$ cat src/rtl/midi_msg_parser.sv
// MIDI channel-voice message parser: assembles {status, data1, data2} words from
// a UART byte stream, with running status, real-time passthrough and channel filter.
module midi_msg_parser #(
  parameter bit         FILTER_EN = 1'b0,
  parameter logic [3:0] FILTER_CH = 4'd0
) (
  input  logic                  CLK,
  input  logic                  RST,
  input  logic [7:0]            RX_DAT,
  input  logic                  RX_RDY,
  output logic [23:0]           MIDI_MSG,
  output logic                  MIDI_MSG_RDY,
  output logic                  PARSE_ERR,
  output logic                  RUN_STATUS_VLD
);

  localparam int unsigned BYTE_W = 8;
  localparam int unsigned MSG_W  = 3 * BYTE_W;

  localparam logic [BYTE_W-1:0] RT_MIN  = 8'hF8;
  localparam logic [BYTE_W-1:0] SYS_MIN = 8'hF0;

  typedef enum logic [1:0] {
    IDLE    = 2'd0,
    WAIT_D1 = 2'd1,
    WAIT_D2 = 2'd2
  } state_t;

  state_t              state_q, state_d;
  logic [BYTE_W-1:0]   status_q, status_d;
  logic [BYTE_W-1:0]   data1_q, data1_d;
  logic [BYTE_W-1:0]   data2_q, data2_d;
  logic                emit_c;
  logic                err_c;
  logic                two_byte_c;
  logic                pass_c;

  // Program change (0xC_) and channel pressure (0xD_) carry a single data byte
  assign two_byte_c = (status_q[7:4] == 4'hC) || (status_q[7:4] == 4'hD);
  assign pass_c     = !FILTER_EN || (status_q[3:0] == FILTER_CH);

  always_ff @(posedge CLK or posedge RST) begin
    if (RST) begin
      state_q  <= IDLE;
      status_q <= '0;
      data1_q  <= '0;
      data2_q  <= '0;
    end else begin
      state_q  <= state_d;
      status_q <= status_d;
      data1_q  <= data1_d;
      data2_q  <= data2_d;
    end
  end

  // Byte classification and message assembly
  always_comb begin
    state_d  = state_q;
    status_d = status_q;
    data1_d  = data1_q;
    data2_d  = data2_q;
    emit_c   = 1'b0;
    err_c    = 1'b0;
    if (RX_RDY) begin
      if (RX_DAT >= RT_MIN) begin
        // real-time bytes leave the parse untouched
        state_d = state_q;
      end else if (RX_DAT >= SYS_MIN) begin
        state_d  = IDLE;
        status_d = '0;
      end else if (RX_DAT[7]) begin
        err_c    = (state_q == WAIT_D2);
        status_d = RX_DAT;
        state_d  = WAIT_D1;
      end else begin
        unique case (state_q)
          IDLE: begin
            err_c = 1'b1;
          end
          WAIT_D1: begin
            data1_d = RX_DAT;
            if (two_byte_c) begin
              data2_d = '0;
              emit_c  = 1'b1;
            end else begin
              state_d = WAIT_D2;
            end
          end
          WAIT_D2: begin
            data2_d = RX_DAT;
            emit_c  = 1'b1;
            state_d = WAIT_D1;
          end
          default: begin
            state_d = IDLE;
          end
        endcase
      end
    end
  end

  always_ff @(posedge CLK or posedge RST) begin
    if (RST) begin
      MIDI_MSG       <= '0;
      MIDI_MSG_RDY   <= 1'b0;
      PARSE_ERR      <= 1'b0;
      RUN_STATUS_VLD <= 1'b0;
    end else begin
      MIDI_MSG_RDY   <= emit_c && pass_c;
      PARSE_ERR      <= err_c;
      RUN_STATUS_VLD <= (state_d != IDLE);
      if (emit_c && pass_c) begin
        MIDI_MSG <= MSG_W'({status_q, data1_d, data2_d});
      end
    end
  end

endmodule

$ cat config.mk
export PLATFORM = sky130hd
export DESIGN_NAME = midi_msg_parser
export DESIGN_NICKNAME = d
export VERILOG_FILES = /design/src/rtl/midi_msg_parser.sv
export SDC_FILE = /design/constraint.sdc
export NUM_CORES = 1
export LEC_CHECK = 0
export BUFFER_PORTS_ARGS = -buffer_cell sky130_fd_sc_hd__buf_4
export CORE_AREA = 10 10 54 98
export CTS_CLUSTER_DIAMETER = 30
export DETAILED_ROUTE_END_ITERATION = 10
export DIE_AREA = 0 0 64 108
export PLACE_DENSITY = 0.8
export SLEW_MARGIN = 20
export SYNTH_ARGS = -nofsm -noshare
export SYNTH_HDL_FRONTEND = slang
export SYNTH_SLANG_ARGS = --single-unit
$ cat constraint.sdc
create_clock -name CLK -period 5.7 [get_ports CLK]
set_input_delay 1.14 -clock CLK [delete_from_list [all_inputs] [get_ports CLK]]
set_output_delay 1.14 -clock CLK [all_outputs]
set_load 0.05 [all_outputs]
==> key figures, run 1 <==
Final layout
  • Antenna cells: 0
  • Most frequent cells in the layout: 53 x dfrtp_1, 46 x nand2_1, 37 x buf_4, 16 x mux2_2, 14 x a22o_1
  • Commonest non-fill, non-tap cell in the layout: dfrtp_1
  • Post-Layout Inst Area: ~0.0025 mm2
  • Final net count: 222
  • Layout cells sized above 1: between 30% and 40%
  • Area delta synth->final: 20.7%

Clocking
  • Clock Path Buffers: 2
  • CTS root buffer: clkbuf_8
  • Clock H-tree levels: 2
  • Resize count post-CTS: 0
  • Register clock-pin slew on the reported worst setup and hold paths: around 90 ps
  • Clock latency on the worst-skew pair: slightly above 300 ps
  • Clk sinks: 53
  • Hold buffers post-CTS: 0
  • CTS tree: built
  • Post-CTS Setup Inserts: 0
  • CTS Buf Count: 5

Setup path
  • Bufs and invs on worst path: 2
  • WP data arrival: approximately 2700 ps
  • Critical path origin: state_q[1]
  • Worst R2R Start: state_q[1]
  • Critical Path Start Type: register
  • CP Capture Type: register
  • Crit path kind: register to register
  • Crit-path cells: inv_1, ha_1, and4b_1, o21ai_2, inv_2, mux2_2
  • Max stage delay on crit path: ~540 ps
  • Largest delay share family, worst path: compound AO/OA/AOI/OAI gates
  • Crit-path slowest cell: o21ai_2
  • WP data required: 5890 ps
  • CP max FO: 25

Power and ir drop
  • Pint: around 0.00077 W
  • Power, Total: roughly 0.0013 W
  • PwrDens: slightly above 500 mW/mm2
  • Worst VDD drop: ~0.00033 V
  • Clk pwr share: between 20% and 30%
  • Register share of total power: a little over two fifths
  • Sw Pwr: a little under 0.0005 W
  • Net Sw Frac: around two fifths
  • Leak: approximately 1.3 nW
  • Gate power share: 37.3%

STA
  • TNS Setup: 0 ps
  • Final setup fails: 0
  • Final period util: a little over two fifths
  • Setup Skew: 11.2 ps
  • Final-report hold violation count: 0
  • Worst rel slew slack: a little over two fifths
  • Minimum clock period: between 2000 and 2500 ps
  • Unrepaired setup endpoints after global routing: false
  • Least-Margin Pin Slew: around 860 ps
  • Max Clock Freq: between 400 and 500 MHz
  • Final-report max-slew violation count: 0
  • Hold slack: roughly 480 ps

Drt
  • Post-DR wirelength/cell: roughly 18 um
  • Via-per-instance ratio: 5.50
  • Initial DRC count: 60
  • Final WL: about 4600 um
  • DRC: 0
  • DRT antenna net count: 0
  • Via count: about 1.4k
  • First-pass DRT Iterations: 4

Synth
  • Top post-synthesis cells by area: dfrtp_1 64%, mux2_2 8.7%, nand2_1 8.3%, a22o_1 5.9%, ha_1 2.4%
  • Average size of a mapped cell: 12.3 um2
  • Post-Syn Instances: 169
  • Area leader, netlist: dfrtp_1
  • Synth top area share: about 64%
  • Synth Warn #: 0
  • Syn_nets: 184
  • Yosys reg bits: 53
  • Post-synthesis sequential area ratio: 63.7%
  • Synth unique cells: 29
  • Post-Syn Area: 0.00208 mm2

Placed design
  • Post-Place Cell Area: 0.00239 mm2
  • GPL Wtd Cong: around 0.8
  • Port Buffers: 37
  • Detail Placement HPWL: between 3000 and 4000 um

Floorplan
  • Core Rows: 32
  • Initial Utilization: between 50% and 60%
  • Die Y: 108 um
  • Die area: roughly 0.007 mm2
  • Die X: 64 um
  • Core ar.: approximately 0.0038 mm2
  • IO Count: 38

Global routing
  • First-pass GRT wire length: 7520 um
  • Initial antenna violation count: 0
  • Global route overflow: 0
  • Largest net degree at the start of global routing: 54
  • Gr usage total: between 10% and 20%
  • Vias in the first global route: approximately 1.5k

Worst hold path
  • Worst hold path class: register to register
  • Hold Path Origin: data2_q[7]

Run status
  • Outcome: completed

Flow run
  • Number of max-cap violations: 0
-- state kept, by name (all words and copies together) (netlist names) --
register / flops
data2_q: 8
state_q: 2
MIDI_MSG_RDY: 1
MIDI_MSG: 24
RUN_STATUS_VLD: 1
data1_q: 8
status_q: 8
PARSE_ERR: 1
-- cells in the mapped netlist --
library cell	n
dfrtp_1	53
nand2_1	46
mux2_2	16
a22o_1	14
ha_1	4
inv_1	4
and2_1	3
a21o_1	2
a21oi_1	2
buf_2	2
buf_4	2
clkbuf_1	2
nand3b_1	2
nor2_1	2
a211o_1	1
a21bo_2	1
and3_1	1
and3b_1	1
and4b_1	1
inv_2	1
mux2i_1	1
nand3_1	1
nand4_1	1
nor3_1	1
o2111a_1	1
o211ai_1	1
o21ai_0	1
o21ai_2	1
o22a_1	1
-- logic make-up after synthesis --
kind of cell,count (synthesis),share of synthesized area (%)
buffers and inverters,11,2.46
flip-flops,53,63.7
adder cells (fa/ha/maj),4,2.41
AND/OR/NAND/NOR,59,12.3
multiplexers,17,9.14
AO/OA/AOI/OAI,25,9.98
-- through the flow --
step	setup WS, ps	std cells	util (%)
finish	3210	259	66.0
global route	3040	259	66.0
CTS	3220	259	66.0
detailed placement	2980	251	62.8
global placement	3080	251	62.8
floorplan	3270	169	-
-- metal layers --
layer	track usage [%]	routed length, um
met1	14.0	1660
met2	24.2	2550
met3	3.73	235
met4	7.39	160
met5	0	0
-- worst paths after layout --
path	endpoint	slack [ps]	cells after the start
max in group asynchronous	data2_q[4]	4200	2
worst max-delay path	MIDI_MSG[5]	3210	6
worst max register to register	MIDI_MSG[5]	3210	6
worst min register to register	data2_q[7]	480	1
worst min-delay path	data2_q[7]	480	1
min in group asynchronous	data1_q[3]	980	2
-- power groups by stage --
stage | clock network [W] | logic (W) | registers, W
6_report | 0.000262 | 0.000472 | 0.000531
3_3_place_gp | 0 | 0.000466 | 0.000533
2_1_floorplan | 0 | 0.000126 | 0.000733
5_1_grt | 0.000279 | 0.000500 | 0.000544
3_5_place_dp | 0 | 0.000476 | 0.000539
4_1_cts | 0.000267 | 0.000478 | 0.000531
-- cell type report --
type / count / area, um2
Clock buffer: 6 / 82.6
Clock inverter: 2 / 37.5
Inverter: 5 / 20.0
Multi-Input combinational cell: 105 / 703
Tap cell: 51 / 63.8
Timing Repair Buffer: 37 / 278
Sequential cell: 53 / 1330
Fill cell: 300 / 1290
Power figures use the tool's default switching activity.
==> run 2, diff against run 1 <==
Settings changed: ABC_AREA set to 1, CORE_AREA 10 10 54 98 to 10 10 58 106, DIE_AREA 0 0 64 108 to 0 0 68 116, PLACE_DENSITY 0.8 to 0.75.
Clock period 5.7 ns to 2.3 ns, I/O delays scaled along.
==> run 2 against run 1 <==
  * Final cell count up 32%
  * Via count grew 20%
  * Wire length increased by 2.6%
  * Synthesized cell count up 47%
  * Hold slack worse by 330 ps
  * Highest routed layer unchanged
  * Clock power rose by 140%
  * Clock-buffer cell count unchanged
  * Setup slack got worse by 2700 ps
  * Non-clock buffer count grew 1
  * Flip-flop and latch count stayed put
  * Die area rose by 14%
==> key figures, run 2 <==
Final layout
  • Multi-input gate area in the final layout: 803 um2 (+14%)
  • Antenna cells: 0 (unchanged)
  • Layout cells sized above 1: 21.5% (-9.7 points)
  • Commonest non-fill, non-tap cell in the layout: nand2_1
  • Most flop-heavy register: MIDI_MSG
  • Most frequent cells in the layout: 80 x nand2_1, 53 x dfrtp_1, 37 x buf_4, 31 x inv_1, 21 x nand3_1
  • Final core utilization: 62.1% (-3.9 points)
  • Final net count: 302 (+36%)
  • FF/Latch Area: 0.00133 mm2 (unchanged)
  • Layout fillers: 377 (+26%)
  • Area delta synth->final: 17.9%
  • Max FFs per register: 24 (unchanged)
  • Layout Cells excl Fill: 342 (+32%)

Clocking
  • CTS Buf Count: 5 (unchanged)
  • CTS tree: built
  • Clock H-tree levels: 2 (unchanged)
  • Clk sinks: 53 (unchanged)
  • Register clock-pin slew on the reported worst setup and hold paths: 100 ps (about the same)
  • Resize count post-CTS: 0 (unchanged)
  • Hold buffers post-CTS: 0 (unchanged)
  • Clock latency on the worst-skew pair: 320 ps (about the same)
  • Post-CTS Setup Inserts: 0 (unchanged)
  • CTS root buffer: clkbuf_8
  • Clock Path Buffers: 2 (unchanged)

Flow run
  • Number of max-cap violations: 0 (unchanged)

Power and ir drop
  • Leak: 1.51 nW (+13%)
  • PwrDens: 1260 mW/mm2 (+150%)
  • Worst VDD drop: 0.000781 V (+140%)
  • Sw Pwr: 0.00148 W (+200%)
  • Pint: 0.00199 W (+160%)
  • Net Sw Frac: 42.7% (+3.7 points)
  • Gate power share: 42.5% (+5.2 points)
  • Register share of total power: 39.1% (-2.9 points)
  • Clk pwr share: 18.4% (-2.3 points)

Drt
  • Via count: 1709 (+20%)
  • Via-per-instance ratio: 5.00 (-9.1%)
  • DRT antenna net count: 0 (unchanged)
  • Final WL: 4730 um (+2.6%)
  • DRC: 0 (unchanged)
  • Post-DR wirelength/cell: 13.8 um (-22%)
  • First-pass DRT Iterations: 4 (unchanged)
  • Initial DRC count: 31 (-48%)

STA
  • Minimum clock period: 1770 ps (-720 ps)
  • Unrepaired setup endpoints after global routing: false
  • Final-report hold violation count: 0 (unchanged)
  • Final period util: 77.0% (+33 points)
  • Final-report max-slew violation count: 0 (unchanged)
  • Max Clock Freq: 565 MHz (+41%)
  • Setup Skew: 12.4 ps (+1.28 ps)
  • TNS Setup: 0 ps (unchanged)
  • Hold slack: 159 ps (-325 ps)
  • Final setup fails: 0 (unchanged)
  • Worst rel slew slack: 68.0% (+26 points)
  • Least-Margin Pin Slew: 480 ps (-383 ps)

Floorplan
  • Core Rows: 34 (+6.3%)
  • Die Y: 116 um (+7.4%)
  • IO Count: 38 (unchanged)
  • Die area: 0.00789 mm2 (+14%)
  • Die X: 68 um (+6.3%)
  • Core ar.: 0.00442 mm2 (+16%)
  • Initial Utilization: 52.7% (-2.0 points)

Run status
  • Outcome: completed

Setup path
  • Crit-path cells: inv_1, ha_1, inv_1, nand2_1, nand2_8, clkinv_4, nand2_1, nand2_1
  • Worst R2R Start: state_q[0]
  • CP max FO: 35 (+40%)
  • Worst r2r path cells: 8 (+2)
  • Max stage delay on crit path: 410 ps (-130 ps)
  • WP data required: 2500 ps (-3390 ps)
  • Critical Path Start Type: register
  • Top cell by count, worst path: nand2_1
  • FF-to-FF setup slack: 530 ps (-2680 ps)
  • Reg-to-Reg End: MIDI_MSG[3]
  • CP Capture Type: register
  • WP data arrival: 1970 ps (-710 ps)
  • Crit-path slowest cell: dfrtp_1
  • Crit path kind: register to register

Synth
  • Synth unique cells: 27 (-6.9%)
  • Ys flop type: dfrtp_1
  • Synth Warn #: 0 (unchanged)
  • Average size of a mapped cell: 9.39 um2 (-24%)
  • Most frequent cell after synthesis: nand2_1
  • Post-Syn Area: 0.00233 mm2 (+12%)
  • Post-synth EDFFs: 0 (unchanged)
  • Yosys reg bits: 53 (unchanged)
  • Top post-synthesis cells by area: dfrtp_1 57%, nand2_1 13%, inv_1 5.2%, nand3_1 4.5%, o21ai_1 2.6%
  • Post-Syn Instances: 248 (+47%)
  • Post-synthesis sequential area ratio: 56.9% (-6.8 points)
  • Area leader, netlist: dfrtp_1
  • Post-synth ARST share: 100% (unchanged)
  • Commonest cells post-synth: 80 x nand2_1, 53 x dfrtp_1, 32 x inv_1
  • Synth top area share: 56.9% (-6.8 points)
  • Syn_nets: 263 (+43%)

Global routing
  • Vias in the first global route: 1807 (+19%)
  • Gr usage total: 13.4% (-0.28 points)
  • Global route overflow: 0 (unchanged)
  • Initial antenna violation count: 0 (unchanged)
  • First-pass GRT wire length: 8140 um (+8.2%)
  • Largest net degree at the start of global routing: 36 (-33%)

Worst hold path
  • Worst hold path class: primary input to asynchronous set/reset pin

Placed design
  • GPL Wtd Cong: 0.788 (-3.6%)
  • Port Buffers: 37 (unchanged)
  • Placed Instances: 334 (+33%)
  • Detail Placement HPWL: 3590 um (+5.3%)
==> run 2: cell count changes in the layout (fill, tap and decap cells not counted), moves of 3 or more <==
| cell | previous run | this run |
|---|---|---|
| a22o_1 | 14 | 0 |
| and2_1 | 3 | 7 |
| clkinv_4 | 0 | 3 |
| inv_1 | 3 | 31 |
| mux2_2 | 16 | 0 |
| nand2_1 | 46 | 80 |
| nand2_4 | 0 | 4 |
| nand3_1 | 1 | 21 |
| o21ai_1 | 0 | 12 |
| o22ai_1 | 0 | 7 |
==> run 2: cells by family (layout without fill, tap and decap cells) <==
group                    Yosys count  after routing  share of synthesized area, %
AO/OA/AOI/OAI                     24             24                          5.85
adder cells (fa/ha/maj)            4              4                          2.15
buffers and inverters             41             81                          8.59
flip-flops                        53             53                          56.9
AND/OR/NAND/NOR                  126            126                          26.5
==> run 2: worst max path at each step <==
stage	start	end	cells after the start
floorplan	RST	MIDI_MSG[0]	1
global placement	state_q[0]	MIDI_MSG[3]	8
detailed placement	state_q[0]	MIDI_MSG[14]	8
CTS	state_q[0]	MIDI_MSG[3]	8
global route	state_q[0]	MIDI_MSG[11]	8
finish	state_q[0]	MIDI_MSG[3]	8
==> run 2: per-stage QoR <==
step	cell area (um2)	total power [W]	worst slack [ps]
after floorplan	2330	0.00243	554
after CTS	2750	0.00350	532
final	2750	0.00347	530
after global placement	2640	0.00285	582
after detailed placement	2640	0.00287	542
after global routing	2750	0.00367	407
==> run 2: worst max-delay path: cells and delay by family, from the launching register on <==
| family | cells | cell delay (ps) |
|---|---|---|
| simple gates | 4 | 540 |
| flops | 1 | 410 |
| buf+inv | 3 | 410 |
| fa+ha+maj | 1 | 310 |
==> run 2: cell type report <==
class,count,area share [%]
clock buffers,6,2.64
clock inverters,2,1.41
inverters,35,5.15
multi-input cells,154,29.2
flip-flops and latches,53,48.3
well taps,54,2.46
repair buffers,38,10.8
==> run 2: power groups by stage <==
| stage | registers [W] | logic [W] | clock network [W] |
|---|---|---|---|
| 6_report | 0.00136 | 0.00148 | 0.000638 |
| 5_1_grt | 0.00139 | 0.00159 | 0.000686 |
| 3_3_place_gp | 0.00137 | 0.00148 | 0 |
| 4_1_cts | 0.00136 | 0.00150 | 0.000640 |
| 3_5_place_dp | 0.00137 | 0.00150 | 0 |
| 2_1_floorplan | 0.00197 | 0.000468 | 0 |
==> run 2: layer usage <==
metal  GRT usage, %  share of wire [%]
met1           13.5                 40
met2           23.8                 52
met3           3.97                5.6
met4           6.07                2.4
met5              0                  0
